<file path="src/rtl/i2c_pkg.sv">
// Shared types and constants for the I2C command sequencer and its FIFO.
// A command entry is {rw, data}; rw selects read (1) or write (0).
package i2c_pkg;

   localparam int   CMD_W    = 9;
   localparam logic RW_WRITE = 1'b0;
   localparam logic RW_READ  = 1'b1;

   typedef enum logic [2:0] {
      IDLE  = 3'd0,
      ISSUE = 3'd1,
      WAIT  = 3'd2,
      RESP  = 3'd3,
      GAP   = 3'd4
   } seq_state_t;

   function automatic logic [CMD_W-1:0] pack_cmd(input logic rw, input logic [7:0] data);
      return {rw, data};
   endfunction

endpackage

</file>
<file path="src/rtl/i2c_cmd_fifo.sv">
// Synchronous FIFO with show-ahead head output and an occupancy count.
// Writes while full and reads while empty are ignored.
module i2c_cmd_fifo
   import i2c_pkg::*;
#(
   parameter  int DEPTH = 4,
   parameter  int WIDTH = CMD_W,
   localparam int AW    = $clog2(DEPTH)
) (
   input  logic             clk,
   input  logic             rst,
   input  logic             push,
   input  logic [WIDTH-1:0] din,
   input  logic             pop,
   output logic [WIDTH-1:0] dout,
   output logic             full,
   output logic             empty,
   output logic [AW:0]      level
);

   logic [WIDTH-1:0] mem [DEPTH];
   logic [AW-1:0]    wr_ptr;
   logic [AW-1:0]    rd_ptr;
   logic             wr_en;
   logic             rd_en;

   assign full  = (level == (AW+1)'(DEPTH));
   assign empty = (level == '0);
   assign wr_en = push && !full;
   assign rd_en = pop && !empty;
   assign dout  = mem[rd_ptr];

   // DEPTH is a power of two, so the pointers wrap by plain overflow.
   always_ff @(posedge clk or negedge rst) begin
      if (!rst) begin
         wr_ptr <= '0;
         rd_ptr <= '0;
         level  <= '0;
      end else begin
         if (wr_en) wr_ptr <= wr_ptr + 1'b1;
         if (rd_en) rd_ptr <= rd_ptr + 1'b1;
         case ({wr_en, rd_en})
            2'b10:   level <= level + 1'b1;
            2'b01:   level <= level - 1'b1;
            default: level <= level;
         endcase
      end
   end

   always_ff @(posedge clk) begin
      if (wr_en) mem[wr_ptr] <= din;
   end

endmodule

</file>
<file path="src/rtl/i2c_cmd_sequencer.sv">
// Buffers host read/write commands and issues them one at a time to the
// I2C master, returning read bytes and guarding against a hung bus.
module i2c_cmd_sequencer
   import i2c_pkg::*;
#(
   parameter int DEPTH          = 4,
   parameter int TIMEOUT_CYCLES = 4096,
   parameter int GAP_CYCLES     = 10
) (
   input  logic                     clk,
   input  logic                     rst,
   input  logic                     cmd_valid,
   output logic                     cmd_ready,
   input  logic                     cmd_rw,
   input  logic [7:0]               cmd_data,
   output logic                     rsp_valid,
   input  logic                     rsp_ready,
   output logic [7:0]               rsp_data,
   output logic                     m_start,
   output logic                     m_rw,
   output logic [7:0]               m_din,
   input  logic                     m_done,
   input  logic [7:0]               m_rx_data,
   output logic                     busy,
   output logic [$clog2(DEPTH):0]   level,
   output logic                     err_timeout,
   input  logic                     err_clr,
   output seq_state_t               state_dbg
);

   // Handshakes: cmd and rsp transfer on a rising clk edge where valid && ready
   // are both high; rsp_valid/rsp_data stay stable until that edge.

   localparam int CNT_W = $clog2(TIMEOUT_CYCLES + GAP_CYCLES + 2);
   localparam logic [CNT_W-1:0] TO_LOAD  = CNT_W'(TIMEOUT_CYCLES - 1);
   localparam logic [CNT_W-1:0] GAP_LOAD = CNT_W'(GAP_CYCLES > 0 ? GAP_CYCLES - 1 : 0);
   localparam seq_state_t       AFTER_CMD = (GAP_CYCLES > 0) ? GAP : IDLE;

   seq_state_t        state_q, state_d;
   logic [CNT_W-1:0]  cnt_q, cnt_d;
   logic              m_done_q;
   logic              done_rise;
   logic              fifo_pop;
   logic              fifo_full;
   logic              fifo_empty;
   logic [CMD_W-1:0]  fifo_head;
   logic              m_rw_d;
   logic [7:0]        m_din_d;
   logic              rsp_valid_d;
   logic [7:0]        rsp_data_d;
   logic              err_set;

   i2c_cmd_fifo #(.DEPTH(DEPTH), .WIDTH(CMD_W)) u_fifo (
      .clk   (clk),
      .rst   (rst),
      .push  (cmd_valid && cmd_ready),
      .din   (pack_cmd(cmd_rw, cmd_data)),
      .pop   (fifo_pop),
      .dout  (fifo_head),
      .full  (fifo_full),
      .empty (fifo_empty),
      .level (level)
   );

   assign cmd_ready = !fifo_full;
   assign done_rise = m_done && !m_done_q;
   assign m_start   = (state_q == ISSUE);
   assign busy      = (state_q != IDLE) || !fifo_empty;
   assign state_dbg = state_q;

   always_comb begin
      state_d     = state_q;
      cnt_d       = cnt_q;
      fifo_pop    = 1'b0;
      m_rw_d      = m_rw;
      m_din_d     = m_din;
      rsp_valid_d = rsp_valid;
      rsp_data_d  = rsp_data;
      err_set     = 1'b0;
      case (state_q)
         IDLE: begin
            if (!fifo_empty) begin
               fifo_pop          = 1'b1;
               {m_rw_d, m_din_d} = fifo_head;
               state_d           = ISSUE;
            end
         end
         ISSUE: begin
            cnt_d   = TO_LOAD;
            state_d = WAIT;
         end
         WAIT: begin
            if (done_rise) begin
               if (m_rw == RW_READ) begin
                  rsp_valid_d = 1'b1;
                  rsp_data_d  = m_rx_data;
                  state_d     = RESP;
               end else begin
                  cnt_d   = GAP_LOAD;
                  state_d = AFTER_CMD;
               end
            end else if (cnt_q <= CNT_W'(1)) begin
               // The counter reaches zero on this cycle: give up on the master.
               err_set = 1'b1;
               cnt_d   = GAP_LOAD;
               state_d = AFTER_CMD;
            end else begin
               cnt_d = cnt_q - 1'b1;
            end
         end
         RESP: begin
            if (rsp_ready) begin
               rsp_valid_d = 1'b0;
               cnt_d       = GAP_LOAD;
               state_d     = AFTER_CMD;
            end
         end
         GAP: begin
            if (cnt_q == '0) state_d = IDLE;
            else             cnt_d   = cnt_q - 1'b1;
         end
         default: state_d = IDLE;
      endcase
   end

   always_ff @(posedge clk or negedge rst) begin
      if (!rst) begin
         state_q     <= IDLE;
         cnt_q       <= '0;
         m_done_q    <= 1'b0;
         m_rw        <= 1'b0;
         m_din       <= '0;
         rsp_valid   <= 1'b0;
         rsp_data    <= '0;
         err_timeout <= 1'b0;
      end else begin
         state_q   <= state_d;
         cnt_q     <= cnt_d;
         m_done_q  <= m_done;
         m_rw      <= m_rw_d;
         m_din     <= m_din_d;
         rsp_valid <= rsp_valid_d;
         rsp_data  <= rsp_data_d;
         // A new timeout outranks a clear on the same cycle.
         if (err_set)      err_timeout <= 1'b1;
         else if (err_clr) err_timeout <= 1'b0;
      end
   end

endmodule

</file>
<file path="config.mk">
export PLATFORM = sky130hd
export DESIGN_NAME = i2c_cmd_sequencer
export DESIGN_NICKNAME = d
export VERILOG_FILES = /design/src/rtl/i2c_pkg.sv /design/src/rtl/i2c_cmd_fifo.sv /design/src/rtl/i2c_cmd_sequencer.sv
export SDC_FILE = /design/constraint.sdc
export NUM_CORES = 1
export LEC_CHECK = 0
export ABC_AREA = 0
export BUFFER_PORTS_ARGS = -buffer_cell sky130_fd_sc_hd__buf_2
export CORE_ASPECT_RATIO = 1.4
export CORE_MARGIN = 5
export CORE_UTILIZATION = 30
export DETAILED_ROUTE_END_ITERATION = 12
export PLACE_DENSITY_LB_ADDON = 0.08
export SLEW_MARGIN = 20
export SYNTH_ARGS = -nofsm -noshare
export SYNTH_HDL_FRONTEND = slang
export SYNTH_SLANG_ARGS = --single-unit
export TNS_END_PERCENT = 1
</file>
<file path="constraint.sdc">
create_clock -name clk -period 7.05 [get_ports clk]
set_input_delay 0.705 -clock clk [delete_from_list [all_inputs] [get_ports clk]]
set_output_delay 0.705 -clock clk [all_outputs]
set_load 0.03 [all_outputs]
</file>
==> results of run 1 <==
-- where the power goes --
part           total (mW)  internal, mW  switching, mW
combinational       0.848         0.365          0.483
clock               0.467         0.275          0.192
sequential          0.811         0.651          0.160
total                2.13          1.29          0.835
-- final cells by class --
class / instances / area (sq um) / share of cell area, %
flip-flops and latches: 79 / 2160 / 50.7
multi-input cells: 150 / 1300 / 30.5
repair buffers: 52 / 265 / 6.24
clock buffers: 9 / 225 / 5.30
well taps: 147 / 184 / 4.33
clock inverters: 7 / 72.6 / 1.71
inverters: 13 / 48.8 / 1.15
-- worst max-delay path, delay by kind of cell, from the launching register on --
kind / cells / cell delay [ns]
compound gates: 3 / 0.87
flops: 1 / 0.56
simple gates: 2 / 0.86
-- metal layers --
metal,up-vias,GRT usage (%),share of wire (%)
li1,1046,-,-
met1,1112,13.8,43
met2,35,19.7,53
met3,12,2.01,2.3
met4,0,5.32,2.0
met5,-,0,0
-- flip-flops by register name, indices dropped and copies added (netlist names) --
| register | cells |
|---|---|
| u_fifo.mem | 36 |
| cnt_q | 13 |
| m_din | 8 |
| rsp_data | 8 |
| state_dbg | 3 |
| u_fifo.level | 3 |
| u_fifo.rd_ptr | 2 |
| u_fifo.wr_ptr | 2 |
| err_timeout | 1 |
| m_done_q | 1 |
| m_rw | 1 |
| rsp_valid | 1 |
-- logic make-up (layout without fill, tap and decap cells) --
logic type	after synthesis	in the layout
multiplexers	27	27
buffers and inverters	20	81
XOR/XNOR	6	6
AND/OR/NAND/NOR	60	60
flip-flops	79	79
AO/OA/AOI/OAI	49	49
adder cells (fa/ha/maj)	8	8
-- metrics by stage --
step | setup WS (ns) | utilization [%] | hold WS, ns | instances | instance area [sq um]
after CTS | 4.61 | 36.3 | 0.476 | 457 | 4250
after global placement | 4.47 | 33.8 | 0.485 | 441 | 3950
after global routing | 4.42 | 36.3 | 0.484 | 457 | 4250
final | 4.64 | 36.3 | 0.468 | 457 | 4250
after floorplan | 4.51 | - | 0.409 | 249 | 3540
after detailed placement | 4.44 | 33.8 | 0.494 | 441 | 3950
-- worst min path at each step --
stage             endpoint  cells after the start  slack [ns]
6_report          m_din[7]                      2        0.47
5_1_grt           m_done_q                      1        0.48
4_1_cts           m_done_q                      1        0.48
3_5_place_dp      m_din[2]                      1        0.49
3_3_place_gp   rsp_data[6]                      1        0.48
2_1_floorplan     cnt_q[0]                      0        0.41
-- synthesized netlist by cell type, types with 2 or more instances --
library cell	number
and3_1	5
nand3_1	4
nand2_1	13
a2bb2oi_1	4
xnor2_1	3
dfrtp_1	43
nor3b_1	2
o21ai_0	11
ha_1	7
nor2b_1	4
xor2_1	3
a31oi_1	3
nor2_1	11
mux2_2	17
o21a_1	2
o22a_1	5
mux4_2	9
buf_2	4
nor4_1	2
nor3_1	6
o21bai_2	2
or3_1	5
inv_1	13
a21oi_2	5
a21oi_1	7
edfxtp_1	36
==> metrics.yaml, run 1 <==
endpoint: "cnt_q[6]"
synth_area_leader_cell: "edfxtp_1"
io_pins: 51
synth_edf_count: 36
rows: 47
cts_tree: "yes"
synth_top_family_by_area: "multiplexers"
finalCritPeriodShare_pct: 34.1
synth-compound-area-share_pct: 10.6
clockRootBuffer: "clkbuf_16"
synth_xor_area_share_pct: 1.48
final_common_cell: "buf_2"
reg2reg_depth: 5
finalSetupTns_ns: 0
yosysWarnings: 0
area_growth_pct: 20.1
antenna_found_initial: 0
syn_inst: 249
clk_latency_ns: 0.33
worstPathCellList: "nor3b_1, and3_1, o21bai_2, o21ba_2, o22a_1"
synth-simple-area-share_pct: 9.96
timing.rr.start: "state_dbg[1]"
min_period_ns: 2.41
grt_pass1_wl_mm: 12.3
drt_pre_antenna_iters: 4
synth-main-ff-cell: "dfrtp_1"
hold_viol: 0
critPathMaxStageDelay_ns: 0.58
clkSinkCount: 79
postCtsSetupRepairBufs: 0
yosysSeqAreaShare_pct: 60.9
ir_worst_vdd_uv: 183
maxCapViolations: 0
critPathRequiredTime_ns: 7.27
setup_violations: 0
fillers: 1144
critPathLaunch: "state_dbg[1]"
clk_pin_slew_ns: 0.06
synth.net_count: 280
synth_area_sq_mm: 0.00354
core_area_sq_mm: 0.0117
drc: 0
synth_fa_ha_area_share_pct: 3.04
htree_levels: 3
finalClockSkew_ns: 0.00761
critPathArrivalTime_ns: 2.62
finalNetCount: 336
ys_seq_elements: 79
dieArea_sq_mm: 0.0141
post_drt_wl_per_cell_um: 16.8
grtUsageTotal_pct: 11.5
min_path_type: "input port to asynchronous set/reset pin"
powerDensity_mw_per_mm2: 500
diodes: 0
finalMaxSlewViolations: 0
r2r_setup_slack_ns: 4.64
grt.overflow.total: 0
grt_pass1_vias: 2357
yosysTopAreaCellShare_pct: 30.5
final_cell_mix: "buf_2 (50), dfrtp_1 (43), edfxtp_1 (36)"
worst_path_max_delay_cell: "and3_1"
ant_nets: 0
drive_above_1_share_pct: 35.5
p_leak_nw: 1.71
cp_max_fo: 14
cts_resized: 0
ys_async_sr_fraction_pct: 54.4
drtIter0Drc: 55
dr_total_vias: 2205
fmax_ghz: 0.416
netlist_top_cells_area: "edfxtp_1 (31%), dfrtp_1 (30%), mux4_2 (5.7%)"
die_h_um: 139
total_power_mw: 2.13
syn_avg_cell_area_sq_um: 14.2
rsz0062_at_grt: "no"
worstSetupPathType: "register to register"
hold_buffers: 0
grt_start_max_net_pins: 44
ctsLongestPathBuffers: 2
synth_mux_area_share_pct: 11.4
start_util_pct: 30.3
gp_congestion: 0.726
port_buffers: 50
critPathLaunchType: "register"
synth_cell_types: 49
fp.dieW_um: 102
slew_headroom_pct: 52.3
worstMarginPinSlew_ns: 0.715
status: "finished clean"
end_kind: "register"
vias_per_cell: 4.82
drt-total-wl_mm: 7.68
r2r_end: "cnt_q[6]"
cts_inserted_buffers: 9
dp_hpwl_mm: 5.23
Note: power is estimated with default switching activity, not from simulation.
==> inputs of run 2 (changes only) <==
--- a/config.mk
+++ b/config.mk
@@ -5,7 +5,7 @@
 export SDC_FILE = /design/constraint.sdc
 export NUM_CORES = 1
 export LEC_CHECK = 0
-export ABC_AREA = 0
+export ABC_AREA = 1
 export BUFFER_PORTS_ARGS = -buffer_cell sky130_fd_sc_hd__buf_2
 export CORE_ASPECT_RATIO = 1.4
 export CORE_MARGIN = 5
==> constraint.sdc (replaced) <==
create_clock -name clk -period 2.3 [get_ports clk]
set_input_delay 0.23 -clock clk [delete_from_list [all_inputs] [get_ports clk]]
set_output_delay 0.23 -clock clk [all_outputs]
set_load 0.03 [all_outputs]
==> metrics.yaml, run 2 <==
status: "finished clean"
utilization_pct: 36.4
diodes: 0
antenna_found_initial: 0
finalSetupTns_ns: 0
final_area_sq_mm: 0.00446
r2r_setup_slack_ns: 0.26
synth.most_common_cell: "nand2_1"
ant_nets: 0
gp_congestion: 0.734
fmax_ghz: 0.491
ys_async_sr_fraction_pct: 54.4
critPathLaunchType: "register"
post_drt_wl_per_cell_um: 14.0
drt-total-wl_mm: 8.58
clk_pin_slew_ns: 0.06
yosysSeqAreaShare_pct: 57.9
rows: 48
end_kind: "register"
drc: 0
worstMarginPinSlew_ns: 0.559
ctsLongestPathBuffers: 2
cts_resized: 0
total_power_mw: 6.29
cp_max_fo: 3
ir_worst_vdd_uv: 520
port_buffers: 50
worstSetupPathType: "register to register"
drive_above_1_share_pct: 21.9
vias_per_cell: 4.36
syn_inst: 393
synth_commonest_cells: "nand2_1 (83), nor2_1 (70), dfrtp_1 (43), inv_1 (43), edfxtp_1 (36)"
htree_levels: 3
cts_tree: "yes"
setup_violations: 0
finalClockSkew_ns: 0.00780
p_leak_nw: 2.11
netlist_top_cells_area: "edfxtp_1 (29%), dfrtp_1 (29%), nand2_1 (8.4%)"
core_area_sq_mm: 0.0123
grt_pass1_wl_mm: 14.2
ys_seq_elements: 79
grtUsageTotal_pct: 12.5
area_growth_pct: 19.8
finalCritPeriodShare_pct: 88.5
grt_pass1_vias: 2769
instances_no_fill: 612
syn_avg_cell_area_sq_um: 9.47
dieArea_sq_mm: 0.0148
dr_total_vias: 2671
maxCapViolations: 0
fillers: 1289
drtIter0Drc: 91
final_common_cell: "nand2_1"
fp.dieW_um: 104
yosysWarnings: 0
synth_cell_types: 35
clockRootBuffer: "clkbuf_16"
synth-main-ff-cell: "dfrtp_1"
final_cell_mix: "nand2_1 (82), nor2_1 (70), buf_2 (50)"
largest_reg_flops: 36
hold_viol: 0
grt_start_max_net_pins: 24
critPathRequiredTime_ns: 2.52
start_util_pct: 30.4
slew_headroom_pct: 62.7
regMostFlops: "u_fifo.mem"
rsz0062_at_grt: "no"
min_period_ns: 2.04
min_path_type: "input port to register"
cts_inserted_buffers: 9
critPathArrivalTime_ns: 2.25
synth_area_sq_mm: 0.00372
io_pins: 51
clk_latency_ns: 0.33
finalNetCount: 488
reg_top3: "u_fifo.mem (36), cnt_q (13)"
dpl_cell_area_sq_mm: 0.00419
finalMaxSlewViolations: 0
synth.net_count: 424
powerDensity_mw_per_mm2: 1410
synth_edf_count: 36
synth_area_leader_cell: "edfxtp_1"
yosysTopAreaCellShare_pct: 29.0
die_h_um: 142
clkSinkCount: 79
grt.overflow.total: 0
dp.cells: 595
dp_hpwl_mm: 6.07
drt_pre_antenna_iters: 4
run 2: changes by cell type after synthesis, sizes merged, moves of 5 or more:
cell	change
nand2	+79
nor2	+67
inv	+34
mux2	-17
nand3	+11
o21ai	+10
mux4	-9
a31oi	+5
o22a	-5
or3	-5
xor2	+5
run 2: kinds of logic (layout without fill, tap and decap cells):
group           count (synthesis)  count (layout)  share of synthesized area, %
flops                          79              79                          57.9
xor+xnor                       10              10                          2.35
simple gates                  193             193                          23.6
fa+ha+maj                       8               8                          2.89
buf+inv                        58             127                          6.76
compound gates                 45              45                          6.42
run 2: repair_timing:
item,in CTS,in global routing
endpoints found under the setup margin,0,0
hold buffers,1,0
buffers inserted,0,0
hold endpoints to repair,20,0
run 2: through the flow:
| step | setup WS [ns] | hold WS [ns] |
|---|---|---|
| after floorplan | 0.00485 | -0.0656 |
| after global placement | 0.290 | 0.270 |
| after detailed placement | 0.265 | 0.267 |
| after CTS | 0.256 | 0.00928 |
| after global routing | 0.110 | 0.0116 |
| final | 0.264 | 0.0209 |
run 2: final cells by class:
| type | instances | area, sq um | area share [%] |
|---|---|---|---|
| sequential | 79 | 2160 | 48.4 |
| multi-input combinational | 256 | 1320 | 29.5 |
| timing repair buffer | 62 | 355 | 7.97 |
| clock buffer | 12 | 236 | 5.30 |
| tap | 150 | 188 | 4.21 |
| inverter | 49 | 184 | 4.12 |
| clock inverter | 4 | 23.8 | 0.533 |
run 2: final timing paths:
| kind | endpoint | from | depth (start not counted) |
|---|---|---|---|
| setup / recovery | u_fifo.level[2] | state_dbg[2] | 10 |
| hold / removal | m_done_q | m_done | 1 |
| setup reg to reg | u_fifo.level[2] | state_dbg[2] | 10 |
| hold reg to reg | rsp_data[2] | rsp_data[2] | 2 |
| max in group asynchronous | rsp_data[7] | rst | 3 |
| min in group asynchronous | err_timeout | rst | 2 |
run 2: per-layer routing:
metal	wire [um]	global-route usage, %	vias up
met2	4670	22.8	33
li1	-	-	1380
met1	3520	13.9	1247
met4	151	4.77	0
met3	237	2.96	11
met5	0	0	-
run 2: power breakdown:
| part | total, mW | switching [mW] | leakage [nW] | internal [mW] |
|---|---|---|---|---|
| clock network | 1.26 | 0.536 | 0.130 | 0.728 |
| logic | 2.78 | 1.89 | 1.15 | 0.890 |
| registers | 2.25 | 0.278 | 0.827 | 1.97 |
run 2: critical path: stages (launching register included):
cell,delay (ns)
dfrtp_1,0.38
nor3_2,0.21
inv_1,0.07
or2_1,0.24
inv_2,0.06
ha_1,0.13
inv_1,0.07
fa_1,0.38
a21oi_1,0.14
o21ai_0,0.11
xnor2_1,0.13
